$ cat src/rtl/serial_word_assembler.sv
// Assembles a framed serial bit stream into N-bit words for the downstream enabled register.
// Completed words are presented with a one-cycle word_valid strobe; aborted frames pulse frame_err.
module serial_word_assembler #(
  parameter int N         = 8,
  parameter bit MSB_FIRST = 1'b1
) (
  input  logic         clk,
  input  logic         reset,
  input  logic         sin,
  input  logic         sin_valid,
  input  logic         frame_start,
  output logic [N-1:0] word,
  output logic         word_valid,
  output logic         frame_err,
  output logic         busy
);

  localparam int CW = $clog2(N + 1);
  localparam logic [CW-1:0] LAST_COUNT = CW'(N - 1);

  typedef enum logic {
    IDLE  = 1'b0,
    SHIFT = 1'b1
  } state_t;

  state_t         state_q, state_d;
  logic [CW-1:0]  count_q, count_d;
  logic [N-1:0]   shift_q, shift_d;
  logic [N-1:0]   word_d;
  logic           word_valid_d;
  logic           frame_err_d;

  // Insert one bit so that the first bit of a frame ends up at the configured end of the word.
  function automatic logic [N-1:0] shift_in(input logic [N-1:0] cur, input logic b);
    if (MSB_FIRST) return {cur[N-2:0], b};
    else           return {b, cur[N-1:1]};
  endfunction

  always_comb begin
    state_d      = state_q;
    count_d      = count_q;
    shift_d      = shift_q;
    word_d       = word;
    word_valid_d = 1'b0;
    frame_err_d  = 1'b0;
    case (state_q)
      IDLE: begin
        if (sin_valid && frame_start) begin
          shift_d = shift_in('0, sin);
          count_d = CW'(1);
          state_d = SHIFT;
        end
      end
      SHIFT: begin
        if (frame_start) begin
          // A frame_start inside a frame always aborts, even on what would have been bit N.
          frame_err_d = 1'b1;
          if (sin_valid) begin
            shift_d = shift_in('0, sin);
            count_d = CW'(1);
          end else begin
            shift_d = '0;
            count_d = '0;
            state_d = IDLE;
          end
        end else if (sin_valid) begin
          shift_d = shift_in(shift_q, sin);
          if (count_q == LAST_COUNT) begin
            word_d       = shift_d;
            word_valid_d = 1'b1;
            shift_d      = '0;
            count_d      = '0;
            state_d      = IDLE;
          end else begin
            count_d = count_q + CW'(1);
          end
        end
      end
      default: begin
        state_d = IDLE;
        count_d = '0;
        shift_d = '0;
      end
    endcase
  end

  // busy is the registered view of the FSM state.
  always_ff @(posedge clk or posedge reset) begin
    if (reset) begin
      state_q    <= IDLE;
      count_q    <= '0;
      shift_q    <= '0;
      word       <= '0;
      word_valid <= 1'b0;
      frame_err  <= 1'b0;
      busy       <= 1'b0;
    end else begin
      state_q    <= state_d;
      count_q    <= count_d;
      shift_q    <= shift_d;
      word       <= word_d;
      word_valid <= word_valid_d;
      frame_err  <= frame_err_d;
      busy       <= (state_d == SHIFT);
    end
  end

endmodule

$ cat config.mk
export PLATFORM = sky130hd
export DESIGN_NAME = serial_word_assembler
export DESIGN_NICKNAME = d
export VERILOG_FILES = /design/src/rtl/serial_word_assembler.sv
export SDC_FILE = /design/constraint.sdc
export NUM_CORES = 1
export LEC_CHECK = 0
export CORE_UTILIZATION = 54
export CTS_CLUSTER_DIAMETER = 80
export DETAILED_ROUTE_END_ITERATION = 10
export GPL_TIMING_DRIVEN = 0
export PLACE_DENSITY = 0.81
export SYNTH_ARGS = -nofsm -noshare
export SYNTH_HDL_FRONTEND = slang
export SYNTH_SLANG_ARGS = --single-unit
$ cat constraint.sdc
create_clock -name clk -period 2.2 [get_ports clk]
set_input_delay 0.55 -clock clk [delete_from_list [all_inputs] [get_ports clk]]
set_output_delay 0.55 -clock clk [all_outputs]
set_load 0.05 [all_outputs]
==> results.tsv <==
metric	value	unit
status	finished with violations	
violations	design-rule violations	
cts_made_buffers	3	
dpl.cell_count	97	
path_delay_family	buffers and inverters	
ios	16	
area_growth	22.7	%
globalRoute.totalOverflow	0	
p_per_area	755	nW/µm²
finalCritPeriodShare	93.1	%
timing.fmax	488	MHz
end_kind	primary output	
synth_cell_types	23	
multi_input_area	349	µm²
wl_met2	744	µm
die_area	1910	µm²
syn_area	938	µm²
utilization	73.8	%
hold_path.class	input port to register	
grt_usage	19.8	%
drtPass1Iterations	7	
max-slew-margin-rel	45.2	%
rows	14	
fillers	114	
yosys_warnings	0	
post-cts-setup-buffers	0	
cp_slowest_stage_delay	0.81	ns
initial_core_util	60.2	%
worstPathBufferInverterCount	1	
crit_required	1.65	ns
die_h	43.7	µm
cts_max_level	1	
fin_cells	101	
drtIter0Drc	21	
nets	92	
startpoint_type	register	
coreArea	1560	µm²
critical_path_class	register to primary output	
seqCellArea	551	µm²
syn_area_per_cell	14.0	µm²
worst_path_max_delay_cell	clkdlybuf4s50_1	
dr_wl_met3	77	µm
clk_latency	0.31	ns
hold_viol	0	
topRoutingLayerUsed	met4	
cts_root_buffer	clkbuf_4	
drt-total-wl	1590	µm
cts_tree	built	
cp.arrival	1.50	ns
grt_pass1_wl	2680	µm
ctsResizeCount	0	
cts_hold_buffers	0	
grt_max_degree	23	
met1_length	750	µm
final-max-slew-violation-count	0	
ant_nets	0	
finalSetupViolCount	0	
clockBufferDepth	2	
io_buffers	14	
antenna_found_initial	0	
gp_congestion	0.786	
crit_chain	clkdlybuf4s50_1	
drcViolationCount	2	
finalCriticalPeriod	2.05	ns
syn_inst	67	
die_w	43.7	µm
clock-sinks	22	
p_leak	0.546	nW
diodes	0	
totalPowerFinal	0.869	mW
cp_max_fo	2	
rsz0062_at_grt	no	
ys_ff_latch	22	
worstMarginPinSlew	0.822	ns
maxCapViolCount	0	
ys_seq_area_share	58.7	%
vdd_drop_max	0.577	mV
syn_nets	73	
fin_worst_skew	0.00508	ns
clk_pin_slew	0.12	ns
wl_per_cell	15.7	µm
dp_hpwl	1050	µm
avgViaCountPerCell	5.91	
drive_above_1_share	24.7	%
grt_pass1_vias	583	
num_vias	597	
[sequential cells by signal, indices dropped and copies added, names as in the netlist]
| name | flops |
|---|---|
| word_valid | 1 |
| count_q | 4 |
| state_q | 1 |
| word | 8 |
| frame_err | 1 |
| shift_q | 7 |
[routing by layer]
metal  vias to the layer above  track usage (%)
li1                        282                -
met1                       296             28.8
met5                         -                0
met3                         2             5.42
met2                        17             27.8
met4                         0             9.38
[where the power goes]
group	switching, mW	internal, mW
Clock	0.122	0.184
Sequential	0.0239	0.430
Combinational	0.0636	0.0463
Total	0.209	0.660
[synth_stat cells]
| cell | n | area (µm²) |
|---|---|---|
| o21ai_0 | 3 | 15.0 |
| a31oi_1 | 1 | 6.26 |
| nand2_1 | 3 | 11.3 |
| nand3_1 | 2 | 10.0 |
| dfrtp_1 | 22 | 551 |
| o21ai_2 | 1 | 8.76 |
| a21o_2 | 2 | 17.5 |
| and4b_1 | 1 | 10.0 |
| a22o_1 | 7 | 61.3 |
| and2_2 | 2 | 15.0 |
| and3b_1 | 1 | 8.76 |
| a22o_2 | 1 | 10.0 |
| o211ai_1 | 1 | 7.51 |
| ha_1 | 1 | 12.5 |
| o2bb2ai_1 | 1 | 8.76 |
| buf_2 | 1 | 5.00 |
| mux2_4 | 8 | 120 |
| buf_6 | 2 | 22.5 |
| xnor2_1 | 1 | 8.76 |
| inv_1 | 2 | 7.51 |
| a21oi_1 | 2 | 10.0 |
| clkbuf_1 | 1 | 3.75 |
| nand3b_1 | 1 | 7.51 |
[cell families after synthesis]
logic type / Yosys count / share of synthesized area, %
XOR/XNOR: 1 / 0.934
AO/OA/AOI/OAI: 19 / 15.5
adder cells (fa/ha/maj): 1 / 1.33
multiplexers: 8 / 12.8
AND/OR/NAND/NOR: 10 / 6.67
buffers and inverters: 6 / 4.13
flip-flops: 22 / 58.7
[final cells by class]
| class | count | area share [%] |
|---|---|---|
| Clock buffer | 3 | 1.96 |
| Multi-Input combinational cell | 39 | 30.3 |
| Inverter | 2 | 0.652 |
| Timing Repair Buffer | 14 | 12.2 |
| Clock inverter | 1 | 2.61 |
| Buffer | 4 | 2.72 |
| Sequential cell | 22 | 47.8 |
| Tap cell | 16 | 1.74 |
[final timing paths]
check | from | slack [ns] | to | cells past startpoint
min | frame_start | 0.47 | state_q | 2
max reg2reg | state_q | 0.62 | word[1] | 5
min in group asynchronous | reset | 0.69 | word[7] | 2
min reg2reg | word[5] | 0.52 | word[5] | 1
max | word[2] | 0.15 | word[2] | 1
max in group asynchronous | reset | 1.01 | word[0] | 2
[placed cells by master (no fill, tap or decap), drive strengths merged, types with 2 or more instances in the layout]
cell            n
dfrtp          22
clkdlybuf4s50  14
mux2            8
a22o            8
o21ai           4
clkbuf          4
nand2           3
buf             3
nand3           2
a21o            2
a21oi           2
and2            2
inv             2
[stage by stage]
step | setup slack (ns) | TNS, ns | instance area, µm² | hold WS, ns
2_1_floorplan | 0.372 | 0 | 938 | 0.473
4_1_cts | 0.136 | 0 | 1150 | 0.461
5_1_grt | 0.111 | 0 | 1150 | 0.497
3_3_place_gp | 0.0147 | 0 | 1100 | 0.492
3_5_place_dp | -0.0119 | -0.0440 | 1100 | 0.500
6_report | 0.152 | 0 | 1150 | 0.472
Power figures use the tool's default switching activity.
